[config.mk]
export PLATFORM = sky130hd
export DESIGN_NAME = kernel_window_reader
export DESIGN_NICKNAME = d
export VERILOG_FILES = /design/src/rtl/kernel_window_reader_pkg.sv /design/src/rtl/kernel_window_reader_bank_row_addr.sv /design/src/rtl/kernel_window_reader.sv
export SDC_FILE = /design/constraint.sdc
export NUM_CORES = 1
export LEC_CHECK = 0
export CAP_MARGIN = 25
export CELL_PAD_IN_SITES_DETAIL_PLACEMENT = 1
export CELL_PAD_IN_SITES_GLOBAL_PLACEMENT = 2
export CORE_MARGIN = 2
export CORE_UTILIZATION = 34
export DETAILED_ROUTE_END_ITERATION = 12
export GPL_TIMING_DRIVEN = 1
export HOLD_SLACK_MARGIN = 0.15
export PLACE_DENSITY = 0.91
export SYNTH_ARGS = -nofsm -noshare
export SYNTH_HDL_FRONTEND = slang
export SYNTH_SLANG_ARGS = --single-unit
[constraint.sdc]
create_clock -name clk -period 11 [get_ports clk]
set_input_delay 2.2 -clock clk [delete_from_list [all_inputs] [get_ports clk]]
set_output_delay 2.2 -clock clk [all_outputs]
set_load 0.03 [all_outputs]
[src/rtl/kernel_window_reader_pkg.sv]
// Shared geometry, FSM encoding and kernel bit layout for the 3x3 window reader.
// Kernel bit index is 3*row+col (row 0 = top, col 0 = left).
package kernel_pkg;

   localparam int X           = 320;
   localparam int THIRD_OF_Y  = 80;
   localparam int Y           = 3 * THIRD_OF_Y;
   localparam int FRAME_WORDS = X * THIRD_OF_Y;
   localparam int ADDR_W      = 17;

   typedef enum logic [2:0] {
      IDLE,
      P_RD,
      P_WT,
      RD,
      WT,
      EMIT,
      DONE
   } kstate_e;

   localparam int KTL     = 0;
   localparam int KTC     = 1;
   localparam int KTR     = 2;
   localparam int KML     = 3;
   localparam int KCENTRE = 4;
   localparam int KMR     = 5;
   localparam int KBL     = 6;
   localparam int KBC     = 7;
   localparam int KBR     = 8;

   // Column registers hold {bottom, mid, top} in bits [2:0].
   function automatic logic [8:0] pack_kernel(input logic [2:0] l, input logic [2:0] c,
                                               input logic [2:0] r);
      logic [8:0] k;
      k          = '0;
      k[KTL]     = l[0];
      k[KTC]     = c[0];
      k[KTR]     = r[0];
      k[KML]     = l[1];
      k[KCENTRE] = c[1];
      k[KMR]     = r[1];
      k[KBL]     = l[2];
      k[KBC]     = c[2];
      k[KBR]     = r[2];
      return k;
   endfunction

   function automatic logic pick_bank(input logic [1:0] sel, input logic a, input logic b,
                                      input logic c);
      logic v;
      case (sel)
         2'd0:    v = a;
         2'd1:    v = b;
         default: v = c;
      endcase
      return v;
   endfunction

endpackage

[src/rtl/kernel_window_reader_bank_row_addr.sv]
// Maps the clamped top/mid/bottom rows onto bank addresses for one column.
// A bank that serves no row this column gets address 0.
module bank_row_addr
   import kernel_pkg::*;
#(
   parameter int X  = kernel_pkg::X,
   parameter int AW = ADDR_W
) (
   input  logic [1:0]    i_top_bank,
   input  logic [7:0]    i_top_line,
   input  logic [1:0]    i_mid_bank,
   input  logic [7:0]    i_mid_line,
   input  logic [1:0]    i_bot_bank,
   input  logic [7:0]    i_bot_line,
   input  logic [8:0]    i_col,
   input  logic [AW-1:0] i_base,
   output logic [AW-1:0] o_addr_a,
   output logic [AW-1:0] o_addr_b,
   output logic [AW-1:0] o_addr_c,
   output logic [1:0]    o_sel_top,
   output logic [1:0]    o_sel_mid,
   output logic [1:0]    o_sel_bot
);

   logic [AW-1:0] w_top_addr;
   logic [AW-1:0] w_mid_addr;
   logic [AW-1:0] w_bot_addr;

   assign w_top_addr = i_base + (AW'(i_top_line) * AW'(X)) + AW'(i_col);
   assign w_mid_addr = i_base + (AW'(i_mid_line) * AW'(X)) + AW'(i_col);
   assign w_bot_addr = i_base + (AW'(i_bot_line) * AW'(X)) + AW'(i_col);

   assign o_sel_top = i_top_bank;
   assign o_sel_mid = i_mid_bank;
   assign o_sel_bot = i_bot_bank;

   // At frame edges two rows share a bank; they are the same row, so the writes agree.
   always_comb begin
      o_addr_a = '0;
      o_addr_b = '0;
      o_addr_c = '0;
      case (i_top_bank)
         2'd0:    o_addr_a = w_top_addr;
         2'd1:    o_addr_b = w_top_addr;
         default: o_addr_c = w_top_addr;
      endcase
      case (i_mid_bank)
         2'd0:    o_addr_a = w_mid_addr;
         2'd1:    o_addr_b = w_mid_addr;
         default: o_addr_c = w_mid_addr;
      endcase
      case (i_bot_bank)
         2'd0:    o_addr_a = w_bot_addr;
         2'd1:    o_addr_b = w_bot_addr;
         default: o_addr_c = w_bot_addr;
      endcase
   end

endmodule

[src/rtl/kernel_window_reader.sv]
// Walks one stored 1-bit frame in raster order and emits an edge-replicated 3x3
// kernel per pixel from the three line-interleaved BRAM banks.
module kernel_window_reader #(
   parameter int X          = kernel_pkg::X,
   parameter int THIRD_OF_Y = kernel_pkg::THIRD_OF_Y,
   parameter int RD_LAT     = 1
) (
   input  logic        clk,
   input  logic        reset_n,
   input  logic        start,
   input  logic [1:0]  frame_sel,
   output logic        busy,
   output logic        done,
   output logic        rd_en,
   output logic [16:0] rd_addr_a,
   output logic [16:0] rd_addr_b,
   output logic [16:0] rd_addr_c,
   input  logic        rd_data_a,
   input  logic        rd_data_b,
   input  logic        rd_data_c,
   output logic [8:0]  kernel_out,
   output logic        kernel_valid,
   input  logic        kernel_ready,
   output logic [8:0]  kernel_x,
   output logic [7:0]  kernel_y,
   output logic        kernel_last,
   output logic [2:0]  dbg_state
);
   import kernel_pkg::*;

   localparam int         NY     = 3 * THIRD_OF_Y;
   localparam int         FW     = X * THIRD_OF_Y;
   localparam logic [8:0] X_LAST = 9'(X - 1);
   localparam logic [7:0] Y_LAST = 8'(NY - 1);

   if (RD_LAT != 1) begin : g_rd_lat_unsupported
      $error("kernel_window_reader: only RD_LAT = 1 is supported");
   end

   kstate_e     r_state;
   kstate_e     w_nxt_state;
   logic [8:0]  r_x;
   logic [7:0]  r_y;
   logic [1:0]  r_mb;
   logic [7:0]  r_ml;
   logic [16:0] r_base;
   logic [2:0]  r_l;
   logic [2:0]  r_c;
   logic [2:0]  r_r;

   logic [1:0]  w_top_bank;
   logic [7:0]  w_top_line;
   logic [1:0]  w_bot_bank;
   logic [7:0]  w_bot_line;
   logic [8:0]  w_col;
   logic [16:0] w_sel_base;
   logic [1:0]  w_sel_top;
   logic [1:0]  w_sel_mid;
   logic [1:0]  w_sel_bot;
   logic [2:0]  w_cap;

   // Neighbour rows derived from the mid-row bank/line counters; clamped at the edges.
   always_comb begin
      w_top_bank = r_mb;
      w_top_line = r_ml;
      w_bot_bank = r_mb;
      w_bot_line = r_ml;
      if (r_y != 8'd0) begin
         if (r_mb == 2'd0) begin
            w_top_bank = 2'd2;
            w_top_line = r_ml - 8'd1;
         end else begin
            w_top_bank = r_mb - 2'd1;
         end
      end
      if (r_y != Y_LAST) begin
         if (r_mb == 2'd2) begin
            w_bot_bank = 2'd0;
            w_bot_line = r_ml + 8'd1;
         end else begin
            w_bot_bank = r_mb + 2'd1;
         end
      end
   end

   assign w_col = (r_state != RD) ? 9'd0 : ((r_x == X_LAST) ? r_x : r_x + 9'd1);

   always_comb begin
      case (frame_sel)
         2'd1:    w_sel_base = 17'(FW);
         2'd2:    w_sel_base = 17'(2 * FW);
         default: w_sel_base = 17'd0;
      endcase
   end

   bank_row_addr #(
      .X  (X),
      .AW (17)
   ) u_bank_row_addr (
      .i_top_bank (w_top_bank),
      .i_top_line (w_top_line),
      .i_mid_bank (r_mb),
      .i_mid_line (r_ml),
      .i_bot_bank (w_bot_bank),
      .i_bot_line (w_bot_line),
      .i_col      (w_col),
      .i_base     (r_base),
      .o_addr_a   (rd_addr_a),
      .o_addr_b   (rd_addr_b),
      .o_addr_c   (rd_addr_c),
      .o_sel_top  (w_sel_top),
      .o_sel_mid  (w_sel_mid),
      .o_sel_bot  (w_sel_bot)
   );

   assign w_cap = {pick_bank(w_sel_bot, rd_data_a, rd_data_b, rd_data_c),
                   pick_bank(w_sel_mid, rd_data_a, rd_data_b, rd_data_c),
                   pick_bank(w_sel_top, rd_data_a, rd_data_b, rd_data_c)};

   always_ff @(posedge clk) begin
      if (!reset_n) r_state <= IDLE;
      else          r_state <= w_nxt_state;
   end

   // Handshake: kernel_valid rises in EMIT and, with kernel_out and tags frozen,
   // holds until kernel_ready is high at a clk edge; that edge is the transfer.
   always_comb begin
      w_nxt_state = r_state;
      case (r_state)
         IDLE: if (start) w_nxt_state = P_RD;
         P_RD: w_nxt_state = P_WT;
         P_WT: w_nxt_state = RD;
         RD:   w_nxt_state = WT;
         WT:   w_nxt_state = EMIT;
         EMIT: begin
            if (kernel_ready) begin
               if (r_x != X_LAST)      w_nxt_state = RD;
               else if (r_y != Y_LAST) w_nxt_state = P_RD;
               else                    w_nxt_state = DONE;
            end
         end
         DONE:    w_nxt_state = IDLE;
         default: w_nxt_state = IDLE;
      endcase
   end

   always_ff @(posedge clk) begin
      if (!reset_n) begin
         r_x    <= '0;
         r_y    <= '0;
         r_mb   <= '0;
         r_ml   <= '0;
         r_base <= '0;
         r_l    <= '0;
         r_c    <= '0;
         r_r    <= '0;
      end else begin
         case (r_state)
            IDLE: begin
               if (start) begin
                  r_base <= w_sel_base;
                  r_x    <= '0;
                  r_y    <= '0;
                  r_mb   <= '0;
                  r_ml   <= '0;
               end
            end
            P_WT: begin
               // Column 0 fills L as well, replicating the left edge.
               r_l <= w_cap;
               r_c <= w_cap;
               r_r <= w_cap;
            end
            WT: begin
               r_l <= r_c;
               r_c <= r_r;
               r_r <= w_cap;
            end
            EMIT: begin
               if (kernel_ready) begin
                  if (r_x != X_LAST) begin
                     r_x <= r_x + 9'd1;
                  end else if (r_y != Y_LAST) begin
                     r_x <= '0;
                     r_y <= r_y + 8'd1;
                     if (r_mb == 2'd2) begin
                        r_mb <= 2'd0;
                        r_ml <= r_ml + 8'd1;
                     end else begin
                        r_mb <= r_mb + 2'd1;
                     end
                  end
               end
            end
            default: ;
         endcase
      end
   end

   assign busy         = (r_state != IDLE) && (r_state != DONE);
   assign done         = (r_state == DONE);
   assign rd_en        = (r_state == P_RD) || (r_state == RD);
   assign kernel_valid = (r_state == EMIT);
   assign kernel_out   = pack_kernel(r_l, r_c, r_r);
   assign kernel_x     = r_x;
   assign kernel_y     = r_y;
   assign kernel_last  = (r_state == EMIT) && (r_x == X_LAST) && (r_y == Y_LAST);
   assign dbg_state    = r_state;

endmodule

After elaboration in Yosys (flattened, before gate mapping)
Cells that the tools add are included.
{"block": "totals", "register_bits": 56, "in_bits": 9, "output_inout_bits": 85}
{"block": "op_classes", "n_addsub": 12, "n_mul": 3, "eq_ne": 23, "muxes": 47, "n_reduce_logical": 21}
{"op": "$mux 17", "n": 9}
{"op": "$mux 8", "n": 10}
{"op": "$mux 9", "n": 6}
{"op": "$add 17x17->17", "n": 3}
{"op": "$add 17x9->17", "n": 3}
{"op": "$mul 8x3->11 const B", "n": 3}
{"op": "$pmux 16 s2", "n": 1}
{"op": "$pmux 8 s2", "n": 2}
{"op": "$pmux 3 s6", "n": 1}
{"op": "$pmux 9 s2", "n": 1}
{"op": "$add 8x1->8 const B", "n": 2}
{"op": "$mux 2", "n": 7}
{"op": "$mux 3", "n": 4}
{"op": "$pmux 3 s2", "n": 2}
{"op": "$add 9x1->9 const B", "n": 1}
{"op": "$eq 3x3->1 const B", "n": 3}
{"op": "$eq 9x9->1 const B", "n": 1}
{"op": "$ne 9x9->1 const B", "n": 1}
{"op": "$eq 2x1->1 const B", "n": 4}
{"op": "$eq 8x8->1 const B", "n": 1}
{"op": "$ne 8x8->1 const B", "n": 1}
{"op": "$reduce_and 4->1", "n": 2}
{"op": "$reduce_bool 8->1", "n": 1}
{"op": "$reduce_or 2->1", "n": 4}
{"op": "21 further kinds", "n": 33}

Logic depth before layout (Yosys ltp)
Gate-level depths: netlist (run 1).
{"block": "depth", "depth_word": 9, "depth_mapped": 26}

Hierarchy
Synthesis (run 1) repeated with hierarchy kept, for this count alone.
{"block": "hier_totals", "cells_unflattened": 901, "hier_area_um2": 6915.4}
{"module": "bank_row_addr", "n_inst": 1, "cells_per_inst": 538, "area_each_um2": 4105.2, "seq_area_each_um2": 0.0}
{"module": "kernel_window_reader", "n_inst": 1, "cells_per_inst": 363, "area_each_um2": 2810.2, "seq_area_each_um2": 840.8}

Worst setup path before layout (run 1)
No wires, ideal clock.
{"block": "synth_timing", "path_type": "register to output", "startpoint": "register r_y[0] (netlist: kernel_y[0])", "endpoint": "output rd_addr_c[15]", "t_arrival_ns": 5.283, "slack_ns": 3.517, "path_stages_with_launch": 26, "path_cell_list": "dfxtp_1 -> inv_1 -> ha_1 -> or4b_4 -> or2_1 -> buf_6 -> nand2_4 -> or4_1 -> buf_4 -> xnor2_1 -> ha_1 -> ha_1 -> fa_1 -> a21oi_1 -> nor2_1 -> nor2_1 -> o21bai_1 -> a21oi_1 -> xor2_1 -> ha_1 -> nand3b_1 -> a2111oi_0 -> a211oi_1 -> nor3_1 -> a21oi_1 -> mux2i_1"}
{"block": "synth_via", "elab_chain_len": 8, "word_cells_on_any_way": 21, "classes_between": "add/sub: 4; mul: 2; eq/ne: 3; mux: 7; reduce/logical: 5"}
{"item": "start: declaration", "line_no": "kernel_window_reader.sv:43", "rtl": "logic [7:0] r_y;"}
{"item": "start signal: assignment", "line_no": "kernel_window_reader.sv:185", "rtl": "r_y <= r_y + 8'd1;"}
{"item": "$reduce_bool 8->1", "line_no": "kernel_window_reader.sv:68", "rtl": "if (r_y != 8'd0) begin"}
{"item": "$mux 8", "line_no": "kernel_window_reader.sv:68"}
{"item": "$mul 8x3->11", "line_no": "kernel_window_reader_bank_row_addr.sv:29", "rtl": "assign w_top_addr = i_base + (AW'(i_top_line) * AW'(X)) + AW'(i_col);"}
{"item": "$add 17x17->17", "line_no": "kernel_window_reader_bank_row_addr.sv:29"}
{"item": "$add 17x9->17", "line_no": "kernel_window_reader_bank_row_addr.sv:29"}
{"item": "$mux 17", "line_no": "kernel_window_reader_bank_row_addr.sv:42", "rtl": "case (i_top_bank)"}
{"item": "$mux 17", "line_no": "kernel_window_reader_bank_row_addr.sv:47", "rtl": "case (i_mid_bank)"}
{"item": "$mux 17 (*)", "line_no": "kernel_window_reader_bank_row_addr.sv:52", "rtl": "case (i_bot_bank)"}
{"item": "end: declaration", "line_no": "kernel_window_reader.sv:17", "rtl": "output logic [16:0] rd_addr_c,"}
Mark *: on every way between the ends. The rest lies on a longest branch, timed or not.

Worst setup path after layout (run 1)
{"block": "layout_timing", "startpoint": "register r_y[0] (netlist: kernel_y[0])", "endpoint": "output rd_addr_a[15]"}
{"block": "layout_via", "elab_chain_len": 8, "word_cells_on_any_way": 17, "classes_between": "add/sub: 4; mul: 2; eq/ne: 1; mux: 7; reduce/logical: 3"}
{"item": "$reduce_bool 8->1", "line_no": "kernel_window_reader.sv:68"}
{"item": "$mux 8", "line_no": "kernel_window_reader.sv:68"}
{"item": "$mul 8x3->11", "line_no": "kernel_window_reader_bank_row_addr.sv:29"}
{"item": "$add 17x17->17", "line_no": "kernel_window_reader_bank_row_addr.sv:29"}
{"item": "$add 17x9->17", "line_no": "kernel_window_reader_bank_row_addr.sv:29"}
{"item": "$mux 17", "line_no": "kernel_window_reader_bank_row_addr.sv:42"}
{"item": "$mux 17", "line_no": "kernel_window_reader_bank_row_addr.sv:47"}
{"item": "$mux 17 (*)", "line_no": "kernel_window_reader_bank_row_addr.sv:52"}
{"item": "end: declaration", "line_no": "kernel_window_reader.sv:15", "rtl": "output logic [16:0] rd_addr_a,"}
Marked as above.

==> flow_summary.html, run 1 <==
<table>
<tr><th>Metric</th><th>Value</th></tr>
<tr><th colspan="2">STA</th></tr>
<tr><td>Final sum of negative setup slack</td><td>0 ps</td></tr>
<tr><td>Pins over their slew limit</td><td>0</td></tr>
<tr><td>Worst Max-Slew Pin Slew</td><td>around 1000 ps</td></tr>
<tr><td>Slew HR</td><td>0.330</td></tr>
<tr><td>Worst setup skew after layout</td><td>6.86 ps</td></tr>
<tr><td>Final setup violation count</td><td>0</td></tr>
<tr><td>Highest Clock Rate</td><td>about 0.11 GHz</td></tr>
<tr><td>Post-layout min period</td><td>8730 ps</td></tr>
<tr><td>Final period utilization</td><td>0.794</td></tr>
<tr><td>RSZ-0062 raised after global routing</td><td>no</td></tr>
<tr><td>Final hold viol count</td><td>0</td></tr>
<tr><th colspan="2">Worst hold path</th></tr>
<tr><td>Hold Crit Class</td><td>reg -&gt; reg</td></tr>
<tr><th colspan="2">Worst setup path</th></tr>
<tr><td>Arrival time of the worst setup path</td><td>6530 ps</td></tr>
<tr><td>R2r worst-path depth</td><td>10</td></tr>
<tr><td>Required time of the critical path</td><td>roughly 8800 ps</td></tr>
<tr><td>Crit path depth</td><td>24</td></tr>
<tr><td>Cell mode on critical path</td><td>sky130_fd_sc_hd__ha_1</td></tr>
<tr><td>Slowest stage cell on the critical path</td><td>sky130_fd_sc_hd__clkdlybuf4s50_1</td></tr>
<tr><td>Setup slack on the worst flop-to-flop path</td><td>approximately 8000 ps</td></tr>
<tr><td>Buffers &amp; Inverters on Critical Path</td><td>2</td></tr>
<tr><td>Critical Path, Cell by Cell</td><td>inv_1 &gt; ha_1 &gt; or4b_4 &gt; or2_1 &gt; nand2_4 &gt; or4_1 &gt; xnor2_1 &gt; ha_1 &gt; ha_1 &gt; fa_1 &gt; a21oi_1 &gt; nor2_1 &gt; nor2_1 &gt; o21bai_1 &gt; a21oi_1 &gt; xor2_1 &gt; ha_1 &gt; nand3b_1 &gt; a2111oi_0 &gt; a211oi_1 &gt; nor3_1 &gt; a211oi_1 &gt; a21oi_1 &gt; clkdlybuf4s50_1</td></tr>
<tr><td>Element type at the critical path start</td><td>flop</td></tr>
<tr><td>Worst setup path class</td><td>reg -&gt; out</td></tr>
<tr><td>Worst path top cell family by delay</td><td>simple AND/OR/NAND/NOR gates</td></tr>
<tr><td>Worst path max stage delay</td><td>690 ps</td></tr>
<tr><td>Maximum fanout count along the critical path</td><td>9</td></tr>
<tr><td>Critical Path End Type</td><td>primary output</td></tr>
<tr><td>Worst reg2reg endpoint</td><td>r_l[2]</td></tr>
<tr><td>Worst setup path end</td><td>rd_addr_a[15]</td></tr>
<tr><td>First element of the critical path</td><td>kernel_y[0]</td></tr>
<tr><td>Worst r2r src</td><td>r_mb[1]</td></tr>
<tr><th colspan="2">Floorplan</th></tr>
<tr><td>Total die area</td><td>17,700 µm²</td></tr>
<tr><td>Placeable Area</td><td>16,400 µm²</td></tr>
<tr><td>Starting utilization of the core area</td><td>0.345</td></tr>
<tr><td>Ports</td><td>94</td></tr>
<tr><td>Die width</td><td>around 130 µm</td></tr>
<tr><td>Core Rows</td><td>between 40 and 50</td></tr>
<tr><td>Die Height</td><td>about 130 µm</td></tr>
<tr><th colspan="2">Routing</th></tr>
<tr><td>DR DRC count</td><td>0</td></tr>
<tr><td>Via count normalized by instance count</td><td>5.52</td></tr>
<tr><td>Iteration-0 DRC Markers</td><td>~260</td></tr>
<tr><td>Routed WL per cell</td><td>18.2 µm</td></tr>
<tr><td>Aggregate routed wire length</td><td>19,100 µm</td></tr>
<tr><td>Pre-Repair DR Iteration Count</td><td>5</td></tr>
<tr><td>Post-detailed-route count of antenna-violating nets</td><td>0</td></tr>
<tr><td>Count of vias placed by the detailed router</td><td>about 5,800</td></tr>
<tr><th colspan="2">Logic synthesis</th></tr>
<tr><td>Most numerous cell in the Yosys netlist</td><td>sky130_fd_sc_hd__nor2_1</td></tr>
<tr><td>Sequential-to-total area share from yosys stat</td><td>0.149</td></tr>
<tr><td>Top cells by instance count after synthesis</td><td>sky130_fd_sc_hd__nor2_1 (77), sky130_fd_sc_hd__ha_1 (69), sky130_fd_sc_hd__a21oi_1 (59), sky130_fd_sc_hd__nand2_1 (55), sky130_fd_sc_hd__dfxtp_1 (42)</td></tr>
<tr><td>Post-synthesis instance area</td><td>5660 µm²</td></tr>
<tr><td>Number of enable flip-flop cells after synthesis</td><td>0</td></tr>
<tr><td>Yosys cell types</td><td>74</td></tr>
<tr><td>Most area-hungry cell type in the Yosys netlist</td><td>sky130_fd_sc_hd__ha_1</td></tr>
<tr><td>Syn. warnings</td><td>0</td></tr>
<tr><td>Avg Inst Size Synth</td><td>7.49 µm²</td></tr>
<tr><td>Top post-synthesis cells by area</td><td>sky130_fd_sc_hd__ha_1 (15%), sky130_fd_sc_hd__dfxtp_1 (15%), sky130_fd_sc_hd__xnor2_1 (6.2%), sky130_fd_sc_hd__a21oi_1 (5.2%), sky130_fd_sc_hd__nor2_1 (5.1%)</td></tr>
<tr><td>Total nets after synthesis</td><td>approximately 840</td></tr>
<tr><td>Primary FF master, synth</td><td>sky130_fd_sc_hd__dfxtp_1</td></tr>
<tr><td>Count of mapped cells out of synthesis</td><td>between 700 and 800</td></tr>
<tr><td>Area share of the largest cell type after synthesis</td><td>0.153</td></tr>
<tr><td>Number of storage elements in the synthesis netlist</td><td>between 40 and 50</td></tr>
<tr><td>Proportion of synthesized flip-flops having asynchronous set or reset</td><td>0</td></tr>
<tr><th colspan="2">GRT</th></tr>
<tr><td>Number of antenna violations at the first check in global routing</td><td>0</td></tr>
<tr><td>Wire length of the first global-routing pass</td><td>~30,000 µm</td></tr>
<tr><td>Pin count of the biggest net entering global routing</td><td>38</td></tr>
<tr><td>Overall routing resource usage</td><td>0.214</td></tr>
<tr><td>Aggregate global routing overflow</td><td>0</td></tr>
<tr><td>Vias in the first global route</td><td>roughly 5,600</td></tr>
<tr><th colspan="2">Clock network</th></tr>
<tr><td>TritonCTS Buffers</td><td>5</td></tr>
<tr><td>CTS tree</td><td>built</td></tr>
<tr><td>CTS Root Buffer Type</td><td>sky130_fd_sc_hd__clkbuf_16</td></tr>
<tr><td>Clock latency reported for the late side of the worst-skew pair</td><td>about 290 ps</td></tr>
<tr><td>Count of hold buffers inserted by post-cts repair</td><td>0</td></tr>
<tr><td>Post-CTS setup-driven buffer insertion count</td><td>0</td></tr>
<tr><td># clock sinks</td><td>42</td></tr>
<tr><td>Deepest clock path buffer count</td><td>2</td></tr>
<tr><td>Clock-pin slew reported for the worst setup and hold paths after clock tree synthesis</td><td>around 60 ps</td></tr>
<tr><td>CTS resizes</td><td>0</td></tr>
<tr><td>H-tree level count</td><td>2</td></tr>
<tr><th colspan="2">Cells and area</th></tr>
<tr><td>Final #Nets</td><td>between 900 and 1,000</td></tr>
<tr><td>Area growth syn-to-layout</td><td>21.9%</td></tr>
<tr><td>Fin area</td><td>6900 µm²</td></tr>
<tr><td>Filler Cells Inserted</td><td>a little over 2,000</td></tr>
<tr><td>Number of diodes added for antenna fixing</td><td>0</td></tr>
<tr><td>Proportion of layout cells with a drive suffix above 1</td><td>0.0472</td></tr>
<tr><th colspan="2">Pwr</th></tr>
<tr><td>Leakage power summed over all cells</td><td>between 2 and 3 nW</td></tr>
<tr><td>Power density normalized to cell area</td><td>55.4 nW/µm²</td></tr>
<tr><td>Worst IR drop on VDD</td><td>between 0.07 and 0.08 mV</td></tr>
<tr><th colspan="2">Placement</th></tr>
<tr><td>IO buf count</td><td>93</td></tr>
<tr><td>Area after DPL</td><td>approximately 6700 µm²</td></tr>
<tr><td>Half-perimeter wire length after placement</td><td>15,300 µm</td></tr>
<tr><td>Gpl congestion</td><td>around 0.86</td></tr>
<tr><th colspan="2">Job</th></tr>
<tr><td>Number of max-cap violations</td><td>0</td></tr>
<tr><th colspan="2">Status</th></tr>
<tr><td>Status</td><td>finished, final reports clean</td></tr>
</table>
## registers in the layout, summed over array words and instances (netlist names)
name,cells
kernel_y,8
kernel_x,9
r_ml,8
dbg_state,3
r_l,3
r_mb,2
r_base,3
r_r,3
r_c,3
## final cells by class
class                   count  area, µm²  share of cell area
well taps                 220        275              0.0399
clock inverters             1       5.00            0.000726
repair buffers             99        976               0.142
inverters                  37        139              0.0201
clock buffers               7        143              0.0207
flip-flops and latches     42        841               0.122
multi-input cells         640       4520               0.655
## report_power, final
group          switching, mW  internal (mW)
registers            0.00598          0.155
logic                 0.0410         0.0279
clock network         0.0618         0.0901
## metal layers
metal,vias to the layer above,routed length [µm],global-route usage
li1,2848,-,-
met1,2808,8880,0.280
met2,102,9360,0.377
met3,16,512,0.0176
met4,0,310,0.0562
met5,-,0,0
## through the flow
stage / power, mW / setup slack [ps] / util / std cells / hold WS, ps
2_1_floorplan: 0.208 / 3520 / - / 755 / 533
5_1_grt: 0.400 / 1700 / 0.420 / 1046 / 555
4_1_cts: 0.386 / 2240 / 0.420 / 1046 / 526
3_5_place_dp: 0.234 / 2570 / 0.411 / 1038 / 518
3_3_place_gp: 0.233 / 2850 / 0.411 / 1037 / 511
6_report: 0.382 / 2270 / 0.420 / 1046 / 522
## layout by cell type (no fill, tap or decap), types with 3 or more instances in the layout
master | netlist | layout
sky130_fd_sc_hd__buf_4 | 1 | 6
sky130_fd_sc_hd__nand2_1 | 55 | 55
sky130_fd_sc_hd__xor2_1 | 18 | 18
sky130_fd_sc_hd__fa_1 | 6 | 6
sky130_fd_sc_hd__nand4_1 | 7 | 7
sky130_fd_sc_hd__nor2_1 | 77 | 77
sky130_fd_sc_hd__or4_1 | 3 | 3
sky130_fd_sc_hd__inv_1 | 35 | 35
sky130_fd_sc_hd__o21ai_0 | 32 | 32
sky130_fd_sc_hd__nand3b_1 | 3 | 3
sky130_fd_sc_hd__and4_1 | 4 | 4
sky130_fd_sc_hd__or3_1 | 10 | 10
sky130_fd_sc_hd__nor2b_1 | 33 | 33
sky130_fd_sc_hd__a31oi_1 | 4 | 4
sky130_fd_sc_hd__a211oi_1 | 5 | 5
sky130_fd_sc_hd__ha_1 | 69 | 69
sky130_fd_sc_hd__nand3_1 | 17 | 17
sky130_fd_sc_hd__and2_1 | 15 | 15
sky130_fd_sc_hd__o31ai_1 | 3 | 3
sky130_fd_sc_hd__a21boi_0 | 5 | 5
sky130_fd_sc_hd__dfxtp_1 | 42 | 42
sky130_fd_sc_hd__mux2i_1 | 6 | 6
sky130_fd_sc_hd__o21ai_1 | 11 | 11
sky130_fd_sc_hd__clkdlybuf4s50_1 | 0 | 93
sky130_fd_sc_hd__o21bai_1 | 3 | 3
sky130_fd_sc_hd__a21oi_1 | 59 | 59
sky130_fd_sc_hd__nor4_1 | 4 | 4
sky130_fd_sc_hd__a21boi_1 | 5 | 5
sky130_fd_sc_hd__clkbuf_16 | 0 | 5
sky130_fd_sc_hd__a21o_1 | 15 | 15
sky130_fd_sc_hd__and3_1 | 10 | 10
sky130_fd_sc_hd__o211a_1 | 3 | 3
sky130_fd_sc_hd__nor2_2 | 5 | 5
sky130_fd_sc_hd__a22oi_1 | 12 | 12
sky130_fd_sc_hd__xnor2_1 | 40 | 40
sky130_fd_sc_hd__nor3b_1 | 5 | 5
sky130_fd_sc_hd__nor3_1 | 30 | 30
sky130_fd_sc_hd__a221oi_1 | 16 | 16
sky130_fd_sc_hd__nand2b_1 | 7 | 7
## how the worst min path moves through the flow
stage,from,to,cells after the start
3_3_place_gp,kernel_x[0],kernel_x[0],2
4_1_cts,kernel_x[0],kernel_x[0],2
3_5_place_dp,kernel_x[0],kernel_x[0],2
6_report,kernel_x[0],kernel_x[0],2
5_1_grt,kernel_x[0],kernel_x[0],2
2_1_floorplan,r_base[14],r_base[14],1
## cell families (layout without fill, tap and decap cells)
logic type	after synthesis	after routing	share of synthesized area
muxes	9	9	0.0212
and+or+nand+nor	296	296	0.270
AOI/OAI and AO/OA	199	199	0.235
DFF	42	42	0.149
buffers and inverters	73	144	0.0527
adders and majority gates	75	75	0.174
xor gates and xnor gates	61	61	0.0985
## worst min-delay path: cells and delay by family (launching register included)
family / cells / cell delay [ps]
compound gates: 1 / 60
simple gates: 1 / 70
flops: 1 / 350
Note: power is estimated with default switching activity, not from simulation.
==> run 2, diff against run 1 <==
- CORE_UTILIZATION: 34 -> 28
- PLACE_DENSITY: 0.91 -> 0.8
- clock period: 11 -> 7.8 ns (I/O delays scaled with it)
==> run 2 against run 1 <==
  * Core utilization down 6.5 points
  * Count of clock-buffer cells in the layout is the same
  * Combinational power up 42%
  * Largest power group unchanged
  * Non-clock buffer count up 3
==> flow_summary.html, run 2 (same netlist as run 1, synthesis figures left out) <==
<table>
<tr><th>Metric</th><th>Value</th></tr>
<tr><th colspan="2">Cells and area</th></tr>
<tr><td>Max reg flops</td><td>9 (unchanged)</td></tr>
<tr><td>Most common cell after layout, fill and taps aside</td><td>sky130_fd_sc_hd__clkdlybuf4s50_1</td></tr>
<tr><td>Number of diodes added for antenna fixing</td><td>0 (unchanged)</td></tr>
<tr><td>Proportion of layout cells with a drive suffix above 1</td><td>0.0507 (+0.00351)</td></tr>
<tr><td>Most frequent cells in the layout</td><td>sky130_fd_sc_hd__clkdlybuf4s50_1 (88), sky130_fd_sc_hd__nor2_1 (77), sky130_fd_sc_hd__ha_1 (69)</td></tr>
<tr><td>Count of non-filler cells in the finished layout</td><td>1,093 (+4.5%)</td></tr>
<tr><td>Area taken by flip-flops and latches</td><td>841 µm² (unchanged)</td></tr>
<tr><td>Filler Cells Inserted</td><td>2,464 (+22%)</td></tr>
<tr><td>Final #Nets</td><td>912 (+0.33%)</td></tr>
<tr><td>Area of the multi-input gates</td><td>4520 µm² (+0.17%)</td></tr>
<tr><td>Area growth syn-to-layout</td><td>23.5%</td></tr>
<tr><th colspan="2">Worst setup path</th></tr>
<tr><td>Critical Path, Cell by Cell</td><td>inv_1 &gt; ha_1 &gt; or4b_4 &gt; or2_1 &gt; nand2_4 &gt; or4_1 &gt; xnor2_1 &gt; ha_1 &gt; ha_1 &gt; fa_1 &gt; a21oi_1 &gt; nor2_1 &gt; nor2_1 &gt; xnor2_1 &gt; ha_1 &gt; inv_1 &gt; a2111oi_1 &gt; o21ai_0 &gt; xor2_2 &gt; a221oi_1 &gt; a21oi_1 &gt; clkdlybuf4s50_1</td></tr>
<tr><td>Buffers &amp; Inverters on Critical Path</td><td>3 (+1)</td></tr>
<tr><td>Arrival time of the worst setup path</td><td>5890 ps (-640 ps)</td></tr>
<tr><td>Slowest stage cell on the critical path</td><td>sky130_fd_sc_hd__clkdlybuf4s50_1</td></tr>
<tr><td>Required time of the critical path</td><td>6240 ps (-2560 ps)</td></tr>
<tr><td>Worst setup path class</td><td>reg -&gt; out</td></tr>
<tr><td>Element type at the critical path start</td><td>flop</td></tr>
<tr><td>Cell mode on critical path</td><td>sky130_fd_sc_hd__ha_1</td></tr>
<tr><td>Maximum fanout count along the critical path</td><td>6 (-3)</td></tr>
<tr><td>Worst path max stage delay</td><td>600 ps (-90 ps)</td></tr>
<tr><td>Worst path top cell family by delay</td><td>adder cells</td></tr>
<tr><td>Critical Path End Type</td><td>primary output</td></tr>
<tr><th colspan="2">Clock network</th></tr>
<tr><td>Clock-pin slew reported for the worst setup and hold paths after clock tree synthesis</td><td>60 ps (about the same)</td></tr>
<tr><td>CTS Root Buffer Type</td><td>sky130_fd_sc_hd__clkbuf_16</td></tr>
<tr><td>CTS tree</td><td>built</td></tr>
<tr><td>TritonCTS Buffers</td><td>5 (unchanged)</td></tr>
<tr><td>Deepest clock path buffer count</td><td>2 (unchanged)</td></tr>
<tr><td># clock sinks</td><td>42 (unchanged)</td></tr>
<tr><td>Post-CTS setup-driven buffer insertion count</td><td>0 (unchanged)</td></tr>
<tr><td>Clock latency reported for the late side of the worst-skew pair</td><td>290 ps (about the same)</td></tr>
<tr><td>H-tree level count</td><td>2 (unchanged)</td></tr>
<tr><th colspan="2">Routing</th></tr>
<tr><td>Count of vias placed by the detailed router</td><td>5,728 (-0.80%)</td></tr>
<tr><td>Iteration-0 DRC Markers</td><td>205 (-22%)</td></tr>
<tr><td>Aggregate routed wire length</td><td>19,800 µm (+3.9%)</td></tr>
<tr><td>Via count normalized by instance count</td><td>5.24 (-5.1%)</td></tr>
<tr><td>Routed WL per cell</td><td>18.1 µm (-0.56%)</td></tr>
<tr><td>Pre-Repair DR Iteration Count</td><td>4 (-1)</td></tr>
<tr><td>Post-detailed-route count of antenna-violating nets</td><td>0 (unchanged)</td></tr>
<tr><td>DR DRC count</td><td>0 (unchanged)</td></tr>
<tr><th colspan="2">Floorplan</th></tr>
<tr><td>Die width</td><td>146 µm (+9.9%)</td></tr>
<tr><td>Ports</td><td>94 (unchanged)</td></tr>
<tr><td>Die Height</td><td>146 µm (+9.9%)</td></tr>
<tr><td>Core Rows</td><td>51 (+8.5%)</td></tr>
<tr><td>Placeable Area</td><td>19,700 µm² (+20%)</td></tr>
<tr><td>Total die area</td><td>21,400 µm² (+21%)</td></tr>
<tr><td>Starting utilization of the core area</td><td>0.288 (-0.0569)</td></tr>
<tr><th colspan="2">GRT</th></tr>
<tr><td>Aggregate global routing overflow</td><td>0 (unchanged)</td></tr>
<tr><td>Wire length of the first global-routing pass</td><td>32,600 µm (+7.2%)</td></tr>
<tr><td>Number of antenna violations at the first check in global routing</td><td>0 (unchanged)</td></tr>
<tr><td>Pin count of the biggest net entering global routing</td><td>38 (unchanged)</td></tr>
<tr><td>Overall routing resource usage</td><td>0.187 (-0.0270)</td></tr>
<tr><td>Vias in the first global route</td><td>5,924 (+5.3%)</td></tr>
<tr><th colspan="2">Job</th></tr>
<tr><td>Number of max-cap violations</td><td>0 (unchanged)</td></tr>
<tr><th colspan="2">Pwr</th></tr>
<tr><td>Leakage power summed over all cells</td><td>2.91 nW (+3.5%)</td></tr>
<tr><td>Power density normalized to cell area</td><td>75.4 nW/µm² (+36%)</td></tr>
<tr><td>Worst IR drop on VDD</td><td>0.0971 mV (+27%)</td></tr>
<tr><th colspan="2">STA</th></tr>
<tr><td>RSZ-0062 raised after global routing</td><td>no</td></tr>
<tr><td>Final sum of negative setup slack</td><td>0 ps (unchanged)</td></tr>
<tr><td>Final period utilization</td><td>0.955</td></tr>
<tr><td>Minimum setup slack in the final design</td><td>349 ps (-1920 ps)</td></tr>
<tr><td>Worst setup skew after layout</td><td>3.16 ps (-3.69 ps)</td></tr>
<tr><td>Slew HR</td><td>0.287 (-0.0429)</td></tr>
<tr><td>Worst Max-Slew Pin Slew</td><td>1060 ps (+63.8 ps)</td></tr>
<tr><td>Highest Clock Rate</td><td>0.134 GHz</td></tr>
<tr><td>Pins over their slew limit</td><td>0 (unchanged)</td></tr>
<tr><td>Final hold viol count</td><td>0 (unchanged)</td></tr>
<tr><td>Final setup violation count</td><td>0 (unchanged)</td></tr>
<tr><td>Post-layout min period</td><td>between 7000 and 8000 ps</td></tr>
<tr><th colspan="2">Placement</th></tr>
<tr><td>Gpl congestion</td><td>0.801 (-6.9%)</td></tr>
<tr><td>Worst slack at placement</td><td>496 ps (-2080 ps)</td></tr>
<tr><td>IO buf count</td><td>93 (unchanged)</td></tr>
<tr><td>Cell Count Post-Placement</td><td>1,085 (+4.5%)</td></tr>
<tr><td>Half-perimeter wire length after placement</td><td>15,700 µm (+3.0%)</td></tr>
<tr><th colspan="2">Worst hold path</th></tr>
<tr><td>Hold Crit Class</td><td>reg -&gt; reg</td></tr>
<tr><th colspan="2">Status</th></tr>
<tr><td>Status</td><td>finished, final reports clean</td></tr>
</table>
## run 2: worst min-delay path, stage by stage, from the launching register on
cell	delay [ps]
sky130_fd_sc_hd__dfxtp_1	350
sky130_fd_sc_hd__nand2_1	70
sky130_fd_sc_hd__a21boi_0	70
## run 2: per-layer routing
layer | vias up | track usage | share of wire
met4 | 0 | 0.0354 | 0.012
li1 | 2849 | - | -
met2 | 90 | 0.322 | 0.47
met1 | 2775 | 0.256 | 0.49
met5 | - | 0 | 0
met3 | 14 | 0.0166 | 0.030
## run 2: worst paths after layout
check,startpoint,slack (ps),to,cells after the start
max,kernel_y[0],350,rd_addr_b[16],22
min,kernel_x[0],540,kernel_x[0],2
max reg2reg,r_mb[1],4750,r_c[2],10
min reg2reg,kernel_x[0],540,kernel_x[0],2
## run 2: layout make-up
cell class | instances | area share
multi-input cells | 640 | 0.648
repair buffers | 102 | 0.145
flip-flops and latches | 42 | 0.120
well taps | 265 | 0.0475
inverters | 37 | 0.0199
clock buffers | 7 | 0.0190
## run 2: stage by stage
| stage | cell area (µm²) | utilization | power [mW] | hold WS [ps] |
|---|---|---|---|---|
| 2_1_floorplan | 5660 | - | 0.293 | 533 |
| 3_3_place_gp | 6820 | 0.347 | 0.330 | 513 |
| 3_5_place_dp | 6820 | 0.347 | 0.331 | 536 |
| 4_1_cts | 6960 | 0.354 | 0.534 | 544 |
| 5_1_grt | 6980 | 0.355 | 0.551 | 573 |
| 6_report | 6980 | 0.355 | 0.527 | 542 |
## run 2: what timing repair did
action	in CTS	in global routing
hold buffers	0	0
gates resized for setup	0	7
endpoints found under the setup margin	0	6
## run 2: report_power, final
group          leakage [nW]  switching (mW)  internal (mW)
Combinational          2.51          0.0584         0.0392
Sequential            0.340         0.00859          0.219
Clock                0.0640          0.0841          0.117
Total                  2.91           0.151          0.376
